`config.mk`:
```
export PLATFORM = sky130hd
export DESIGN_NAME = hazard_scoreboard
export DESIGN_NICKNAME = d
export VERILOG_FILES = /design/src/rtl/riscv_pkg.sv /design/src/rtl/sb_entry.sv /design/src/rtl/hazard_scoreboard.sv
export SDC_FILE = /design/constraint.sdc
export NUM_CORES = 1
export LEC_CHECK = 0
export BUFFER_PORTS_ARGS = -buffer_cell sky130_fd_sc_hd__buf_2
export CAP_MARGIN = 0
export CELL_PAD_IN_SITES_DETAIL_PLACEMENT = 2
export CELL_PAD_IN_SITES_GLOBAL_PLACEMENT = 2
export CORE_MARGIN = 1
export CORE_UTILIZATION = 39
export CTS_BUF_LIST = sky130_fd_sc_hd__clkbuf_2
export CTS_CLUSTER_SIZE = 12
export DETAILED_ROUTE_END_ITERATION = 8
export HOLD_SLACK_MARGIN = 0.05
export PLACE_DENSITY_LB_ADDON = 0.1
export SYNTH_ARGS = -nofsm -noshare
export SYNTH_HDL_FRONTEND = slang
export SYNTH_HIERARCHICAL = 1
export SYNTH_SLANG_ARGS = --single-unit
```
`constraint.sdc`:
```
create_clock -name clk -period 8.9 [get_ports clk]
set_input_delay 0 -clock clk [delete_from_list [all_inputs] [get_ports clk]]
set_output_delay 0 -clock clk [all_outputs]
set_load 0.01 [all_outputs]
```
`src/rtl/riscv_pkg.sv`:
```
`default_nettype none
// ============================================================================
// Module   : riscv_pkg
// Purpose  : Shared sizing and functional-unit latency constants for the
//            decode-stage hazard scoreboard.
// Revision : 1.0 - initial release
// ============================================================================
package riscv_pkg;

    localparam int NREG = 32;
    localparam int LATW = 3;
    localparam int REGW = 5;

    localparam logic [LATW-1:0] LAT_ALU  = LATW'(0);
    localparam logic [LATW-1:0] LAT_LOAD = LATW'(1);
    localparam logic [LATW-1:0] LAT_MUL  = LATW'(3);

endpackage : riscv_pkg
`default_nettype wire

```
`src/rtl/sb_entry.sv`:
```
`default_nettype none
// ============================================================================
// Module   : sb_entry
// Purpose  : One scoreboard slot: busy flag plus result-ready countdown.
// Revision : 1.0 - initial release
// ============================================================================
module sb_entry
    import riscv_pkg::*;
#(
    parameter int CNTW = riscv_pkg::LATW
) (
    input  logic            clk,
    input  logic            reset,
    input  logic            kill,
    input  logic            alloc,
    input  logic            wb,
    input  logic [CNTW-1:0] lat,
    output logic            busy,
    output logic [CNTW-1:0] cnt,
    output logic            busy_nxt
);

    logic            r_busy;
    logic [CNTW-1:0] r_cnt;
    logic            w_busy_nxt;
    logic [CNTW-1:0] w_cnt_nxt;

    // Squash beats a new producer, a new producer beats its older write-back.
    always_comb begin
        w_busy_nxt = r_busy;
        w_cnt_nxt  = r_cnt;
        if (kill) begin
            w_busy_nxt = 1'b0;
            w_cnt_nxt  = '0;
        end else if (alloc) begin
            w_busy_nxt = 1'b1;
            w_cnt_nxt  = lat;
        end else if (wb) begin
            w_busy_nxt = 1'b0;
            w_cnt_nxt  = '0;
        end else if (r_cnt != '0) begin
            w_cnt_nxt  = r_cnt - 1'b1;
        end
    end

    always_ff @(posedge clk) begin
        if (reset) begin
            r_busy <= 1'b0;
            r_cnt  <= '0;
        end else begin
            r_busy <= w_busy_nxt;
            r_cnt  <= w_cnt_nxt;
        end
    end

    assign busy     = r_busy;
    assign cnt      = r_cnt;
    assign busy_nxt = w_busy_nxt;

endmodule : sb_entry
`default_nettype wire

```
`src/rtl/hazard_scoreboard.sv`:
```
`default_nettype none
// ============================================================================
// Module   : hazard_scoreboard
// Purpose  : Decode-stage RAW hazard scoreboard with latency-aware forwarding,
//            WAW reallocation and single-instruction flush.
// Revision : 1.0 - initial release
// ============================================================================
module hazard_scoreboard
    import riscv_pkg::*;
#(
    parameter int NREG = riscv_pkg::NREG,
    parameter int LATW = riscv_pkg::LATW
) (
    input  logic            clk,
    input  logic            reset,
    input  logic            issue_valid,
    input  logic            issue_regwrite,
    input  logic [4:0]      issue_rd,
    input  logic [LATW-1:0] issue_latency,
    input  logic            use_rs1,
    input  logic            use_rs2,
    input  logic [4:0]      RS1,
    input  logic [4:0]      RS2,
    input  logic            wb_valid,
    input  logic [4:0]      wb_rd,
    input  logic            flush,
    output logic            stall,
    output logic [5:0]      busy_count
);

    logic [NREG-1:0] w_busy;
    logic [NREG-1:0] w_busy_nxt;
    logic [LATW-1:0] w_cnt [NREG];
    logic            w_pend1;
    logic            w_pend2;
    logic            w_accept;
    logic            w_alloc;
    logic            w_kill_any;
    logic [5:0]      w_pop;

    logic [4:0]      r_last_rd;
    logic            r_last_alloc;
    logic [5:0]      r_busy_count;

    // A busy source whose countdown has expired is forwardable, so no stall.
    assign w_pend1 = use_rs1 && (RS1 != 5'd0) && w_busy[RS1] && (w_cnt[RS1] != '0);
    assign w_pend2 = use_rs2 && (RS2 != 5'd0) && w_busy[RS2] && (w_cnt[RS2] != '0);
    assign stall   = !reset && issue_valid && (w_pend1 || w_pend2);

    assign w_accept   = issue_valid && !stall;
    assign w_alloc    = w_accept && !flush && issue_regwrite && (issue_rd != 5'd0);
    assign w_kill_any = flush && r_last_alloc;

    for (genvar gi = 0; gi < NREG; gi++) begin : g_entry
        sb_entry #(
            .CNTW (LATW)
        ) u_entry (
            .clk      (clk),
            .reset    (reset),
            .kill     (w_kill_any && (r_last_rd == 5'(gi))),
            .alloc    (w_alloc && (issue_rd == 5'(gi))),
            .wb       (wb_valid && (wb_rd != 5'd0) && (wb_rd == 5'(gi))),
            .lat      (issue_latency),
            .busy     (w_busy[gi]),
            .cnt      (w_cnt[gi]),
            .busy_nxt (w_busy_nxt[gi])
        );
    end : g_entry

    // Count the post-edge busy vector so the register matches entry state.
    always_comb begin
        w_pop = '0;
        for (int i = 0; i < NREG; i++) begin
            w_pop = w_pop + 6'(w_busy_nxt[i]);
        end
    end

    always_ff @(posedge clk) begin
        if (reset) begin
            r_last_rd    <= 5'd0;
            r_last_alloc <= 1'b0;
            r_busy_count <= 6'd0;
        end else begin
            r_busy_count <= w_pop;
            if (w_alloc) begin
                r_last_rd    <= issue_rd;
                r_last_alloc <= 1'b1;
            end else begin
                r_last_rd    <= 5'd0;
                r_last_alloc <= 1'b0;
            end
        end
    end

    assign busy_count = r_busy_count;

endmodule : hazard_scoreboard
`default_nettype wire

```
# After elaboration in Yosys (flattened, before gate mapping)
# Cells that the tools add are included.
[word_totals]
ff_bits = 140
output_inout_bits = 7
wordCells = 653
in_bits = 31
[classes]
n_eq_ne = 93
n_reduce_logical = 220
n_lt_le_gt_ge = 4
muxes = 203
addsub = 63
n_bitwise = 3
[op_table]
columns = ["cell", "count"]
rows = [
  ["$mux W3", 100],
  ["$eq A5 B5 Y1 const B", 48],
  ["$reduce_bool A3 Y1", 66],
  ["$add A6 B1 Y6", 26],
  ["$eq A5 B4 Y1 const B", 24],
  ["$logic_and A1 B1 Y1", 110],
  ["$mux W1", 99],
  ["$sub A3 B1 Y3 const B", 32],
  ["$reduce_or A2 Y1", 33],
  ["$eq A5 B3 Y1 const B", 12],
  ["$bmux W3 S5", 2],
  ["$eq A5 B2 Y1 const B", 6],
  ["$reduce_bool A5 Y1", 4],
  ["$eq A5 B1 Y1 const B", 3],
  ["$logic_not A5 Y1", 3],
  ["$ge A6 B6 Y1 const B", 2],
  ["$lt A5 B6 Y1 const B", 2],
  ["$not A5 Y6", 2],
  ["$bmux W1 S5", 2],
  ["$add A5 B1 Y6", 1],
  ["$add A4 B1 Y5", 1],
  ["$add A3 B1 Y4", 1],
  ["$add A2 B1 Y3", 1],
  ["$logic_not A1 Y1", 3],
  ["3 further kinds", 3],
]

# Longest topological paths before layout
[depth]
ltp_word = 47
ltp_mapped = 29
depth_no_buf = 25

# By module
# The synthesis kept the hierarchy.
[by_module_without_submodules]
columns = ["mod", "area_each_um2", "seq_area_each_um2", "cells_each", "n_inst"]
rows = [
  ["sb_entry at g_entry[0].u_entry ...", 217.7, 80.1, 26, 31],
  ["hazard_scoreboard", 3646.0, 240.2, 498, 1],
  ["sb_entry at g_entry[1].u_entry", 215.2, 80.1, 26, 1],
]

# Worst setup path before layout
# Ideal clock, no wire load.
[synth_timing]
kind = "register to register"
start = "register g_entry[20].u_entry.r_cnt[0]"
end = "register r_busy_count[5], in the netlist busy_count[5]"
path_slack_ps = 2071
period_less_slack_ps = 6829
setup_ps = 123
path_buffers = 1
t_required_ps = 8777
t_arrival_ps = 6706
path_stages_with_launch = 27
path_cell_list = "dfxtp_1 -> or3_1 -> a41oi_1 -> a32oi_1 -> o311a_1 -> o2111ai_2 -> nor3b_4 -> buf_6 -> nor4_1 -> a21oi_1 -> nor2_1 -> inv_1 -> fa_1 -> fa_1 -> fa_1 -> inv_1 -> fa_1 -> fa_1 -> inv_1 -> fa_1 -> inv_1 -> ha_1 -> a21o_1 -> a21oi_1 -> inv_1 -> a21oi_1 -> nor3b_1"
[synth_between]
word_cells_on_any_way = 144
classes_between = "31 x add/sub; 70 x mux; 43 x reduce/logical"
[synth_rtl]
columns = ["element", "line_no", "source"]
rows = [
  ["start: declaration", "sb_entry.sv:24", "logic [CNTW-1:0] r_cnt;"],
  ["start signal: assignment", "sb_entry.sv:52", "r_cnt <= w_cnt_nxt;"],
  ["$bmux W3 S5, on equally long branches", "hazard_scoreboard.sv:46, hazard_scoreboard.sv:47", ""],
  ["$mux W3, on equally long branches (2 in series)", "hazard_scoreboard.sv:46, hazard_scoreboard.sv:47", ""],
  ["$reduce_bool A3 Y1, on equally long branches", "hazard_scoreboard.sv:46, hazard_scoreboard.sv:47", ""],
  ["$logic_and A1 B1 Y1, on equally long branches", "hazard_scoreboard.sv:46, hazard_scoreboard.sv:47", ""],
  ["$logic_or A1 B1 Y1 *", "hazard_scoreboard.sv:48", "assign stall = !reset && issue_valid && (w_pend1 || w_pend2);"],
  ["$logic_and A1 B1 Y1 *", "hazard_scoreboard.sv:48", ""],
  ["$logic_not A1 Y1 *", "hazard_scoreboard.sv:50", "assign w_accept = issue_valid && !stall;"],
  ["$logic_and A1 B1 Y1 *", "hazard_scoreboard.sv:50", ""],
  ["$logic_and A1 B1 Y1 * (3 in series)", "hazard_scoreboard.sv:51", "assign w_alloc = w_accept && !flush && issue_regwrite && (issue_rd != 5'd0);"],
  ["$logic_and A1 B1 Y1 *", "hazard_scoreboard.sv:61", ".alloc (w_alloc && (issue_rd == 5'(gi))),"],
  ["$mux W1 *", "sb_entry.sv:35", "end else if (alloc) begin"],
  ["$mux W1 *", "sb_entry.sv:32", "if (kill) begin"],
  ["net w_busy_nxt[5]", "hazard_scoreboard.sv:32", "logic [NREG-1:0] w_busy_nxt;"],
  ["$add A5 B1 Y6 *", "hazard_scoreboard.sv:74", "w_pop = w_pop + 6'(w_busy_nxt[i]);"],
  ["$add A6 B1 Y6 * (26 in series)", "hazard_scoreboard.sv:74", ""],
  ["end signal: assignment", "hazard_scoreboard.sv:84", "r_busy_count <= w_pop;"],
  ["end: declaration", "hazard_scoreboard.sv:43", "logic [5:0] r_busy_count;"],
]
# The timed path passes the listed nets; every way through them passes the cells marked *. The select of a mux whose other input is x is not followed.
# A chain may end at the register's enable or synchronous reset.

# Worst setup path in the final report
[layout_timing]
start = "register g_entry[10].u_entry.r_cnt[0]"
end = "register r_busy_count[5], in the netlist busy_count[5]"
[layout_between]
word_cells_on_any_way = 144
classes_between = "31 x add/sub; 70 x mux; 43 x reduce/logical"
[layout_rtl]
columns = ["element", "line_no"]
rows = [
  ["start: declaration", "sb_entry.sv:24"],
  ["start signal: assignment", "sb_entry.sv:52"],
  ["$bmux W3 S5, on equally long branches", "hazard_scoreboard.sv:46, hazard_scoreboard.sv:47"],
  ["$mux W3, on equally long branches (2 in series)", "hazard_scoreboard.sv:46, hazard_scoreboard.sv:47"],
  ["$reduce_bool A3 Y1, on equally long branches", "hazard_scoreboard.sv:46, hazard_scoreboard.sv:47"],
  ["$logic_and A1 B1 Y1, on equally long branches", "hazard_scoreboard.sv:46, hazard_scoreboard.sv:47"],
  ["$logic_or A1 B1 Y1 *", "hazard_scoreboard.sv:48"],
  ["$logic_and A1 B1 Y1 *", "hazard_scoreboard.sv:48"],
  ["$logic_not A1 Y1 *", "hazard_scoreboard.sv:50"],
  ["$logic_and A1 B1 Y1 *", "hazard_scoreboard.sv:50"],
  ["$logic_and A1 B1 Y1 * (3 in series)", "hazard_scoreboard.sv:51"],
  ["$logic_and A1 B1 Y1 *", "hazard_scoreboard.sv:61"],
  ["$mux W1 *", "sb_entry.sv:35"],
  ["$mux W1 *", "sb_entry.sv:32"],
  ["net w_busy_nxt[13]", "hazard_scoreboard.sv:32"],
  ["$add A6 B1 Y6 * (19 in series)", "hazard_scoreboard.sv:74"],
]
# Marks and branches as above.

==> qor.txt <==
share of synthesized flip-flops with an asynchronous set or reset: 0%
core area: 26,800 µm²
hold_ws: 138 ps
Initial Util: 39.6%
fmax: 0.127 GHz
clock latency on the worst-skew pair: 810 ps
Hold WC Path Type: in -> reg
Critical Path RT: 9560 ps
clock buffer count from CTS: 17
vias in the first global route: 11,609
layout cells sized above 1: 10.7%
total iterations of the first detailed-routing run: 7
Cell Area, Synth: 10,600 µm²
Seq/Total Area, Yosys: 26.4%
die area: 27,900 µm²
GRT met3 Usage: 6.04%
CP startpoint kind: flip-flop
wire length per cell: 24.9 µm
Post-Place Setup Slack: 968 ps
met1 Use GR: 41.8%
Worst-Margin Slew: 1320 ps
WL final: 44.0 mm
antenna violations before repair: 1
unrepaired setup endpoints after global routing: no
crit path kind: reg -> reg
# rows: 60
vias per cell: 6.11
Post-CTS Setup Bufs: 0
Chip Height: 167 µm
final setup skew: 65.6 ps
arrival time worst endpoint: 8510 ps
Bufs and invs on worst path: 6
endpoint class of the critical path: flip-flop
EDFF count, synth: 0
final count of negative-setup-slack endpoints: 0
Synth warnings: 6
Top Ports: 38
H-tree depth: 4
# fillers: 3,126
flop-to-flop setup slack: 1050 ps
Final Net Count: 1,544
final HPWL from detailed placement: 32.7 mm
DR vias: 10,827
min cycle time layout: 7850 ps
largest net degree at the start of global routing: 71
global-route wire length before repair: 68.0 mm
Yosys cell types: 68
Final Hold Fails: 0
area delta synth->final: 11.5%
max-slew violation total from the final report: 0
Peak VDD IR: 0.000111 V
GPL Wtd Cong: 0.918
Seq cells post-synth: 140
# DRC: 0
maxcap violations: 0
Detail Route Antenna Nets: 0
Lkg Pwr: 4.92 nW
CTS tree: done
Overflow after GRT: 0
DRT iter0 DRCs: 747
cell with the largest stage delay on the worst path: fa_1
crit path max fanout: 18
Syn Area/Cell: 7.98 µm²
Pwr Density: 259 nW/µm²
setup TNS: 0 ps
Post-synth top flop: dfxtp_1
status: completed
grt met2 use: 52.8%
clock slew at reported path FFs: 230 ps
Rel. slew slack: 11.0%
Top Family by Delay on Critical Path: adder cells
Sink Count: 140
Final period util: 88.2%
clock tree buffer depth: 2
Final Power: 3.06 mW
post-layout worst setup margin: 1050 ps
gr busiest metal: met2
slowest stage delay, CP: 650 ps
cell mode on critical path: fa_1
I/O Buffers: 37
Gate Count Post-Synth: 1,330
die width: 167 µm
gr usage total: 32.0%
CTS root buf: clkbuf_2
-- cells by family after synthesis --
family	synth area share, %
simple gates	31.3
buf+inv	8.86
compound gates	13.1
flops	26.4
fa+ha+maj	12.9
xor+xnor	2.89
mux	4.47
other cells	0.0353
-- final timing paths --
path                                                                to                                     from  cells past startpoint
worst min register to register  g_entry[1].u_entry/cnt[2]$_SDFFE_PP0P_   g_entry[1].u_entry/cnt[2]$_SDFFE_PP0P_                      2
worst min-delay path                           r_last_rd[2]$_SDFF_PP0_                              issue_rd[2]                      4
worst max register to register                busy_count[5]$_SDFF_PP0_  g_entry[10].u_entry/cnt[0]$_SDFFE_PP0P_                     26
worst max-delay path                          busy_count[5]$_SDFF_PP0_  g_entry[10].u_entry/cnt[0]$_SDFFE_PP0P_                     26
-- layout make-up --
type / count / area, µm² / share of cell area [%]
Antenna cell: 1 / 2.50 / 0.0212
Clock buffer: 17 / 85.1 / 0.719
Clock inverter: 14 / 170 / 1.44
Inverter: 190 / 713 / 6.03
Multi-Input combinational cell: 974 / 6940 / 58.6
Sequential cell: 140 / 2800 / 23.7
Tap cell: 341 / 427 / 3.61
Timing Repair Buffer: 95 / 693 / 5.86
-- layout by cell type, fill, tap and decap left out, types with 12 or more instances in the layout --
master,netlist,layout
a21oi_1,39,39
a22oi_1,96,96
buf_2,9,36
buf_4,4,31
clkbuf_2,0,17
dfxtp_1,140,140
dlygate4sd3_1,0,28
fa_1,24,24
ha_1,71,71
inv_1,190,190
mux2i_1,14,14
mux4_2,12,12
nand2_1,26,26
nand2b_1,109,109
nand3_1,18,18
nor2_1,117,117
nor2_2,31,31
nor3_1,163,163
nor4_1,101,98
xnor2_1,32,32
-- state kept, by name (all words and copies together), names as in the netlist --
| name | flops |
|---|---|
| g_entry.u_entry/cnt | 96 |
| r_last_alloc | 1 |
| busy_count | 6 |
| g_entry.u_entry/busy | 32 |
| r_last_rd | 5 |
-- synth_stat cells, types with 3 or more instances --
library cell  number  share of area (%)
nand3_1           18               0.85
nand2_1           26               0.92
nor4b_1           12               0.99
mux2i_1           14                1.3
buf_4              4               0.28
a211oi_1           5               0.35
fa_1              24                4.5
o211ai_1           4               0.28
o311a_1            4               0.38
a21oi_1           39                1.8
dfxtp_1          140                 26
nor3_1           163                7.7
clkbuf_1          12               0.42
nor4b_2            3               0.42
ha_1              71                8.4
nor4_1           101                6.0
nor2_1           117                4.1
o311ai_0           4               0.33
xnor2_1           32                2.6
mux4_2            12                2.5
nor2b_1            3               0.18
a2111oi_0          3               0.25
nor3b_1            5               0.35
buf_2              9               0.42
inv_1            190                6.7
or3_1              8               0.47
nand2b_1         109                6.4
o21ai_0           10               0.47
xor2_1             3               0.25
nor2_2            31                1.8
buf_6              7               0.74
a22oi_1           96                6.8
-- timing repair --
item | in CTS | in global routing
hold buffers | 27 | 1
resized for setup | 0 | 0
hold endpoints to repair | 126 | 1
-- worst min-delay path: cells and delay by family --
| kind | cells | cell delay, ps |
|---|---|---|
| buf+inv | 3 | 840 |
| simple gates | 1 | 60 |
-- per-layer routing --
metal	vias up	part of all wire (%)
met5	-	0
met4	0	3.0
met3	89	5.6
met2	314	47
met1	5491	45
li1	4933	-
-- where the power goes --
part	total [mW]	internal (mW)	leakage [nW]	switching (mW)
clock	0.441	0.156	0.144	0.285
combinational	1.60	0.760	3.62	0.835
sequential	1.02	0.813	1.16	0.211
total	3.06	1.73	4.92	1.33
-- per-stage QoR --
stage,instances,util [%],instance area [µm²]
after global placement,1712,42.1,11300
final,1772,44.1,11800
after global routing,1772,44.1,11800
after CTS,1770,44.1,11800
after detailed placement,1712,42.1,11300
after floorplan,1339,-,10600
(Power assumes the default switching activity.)
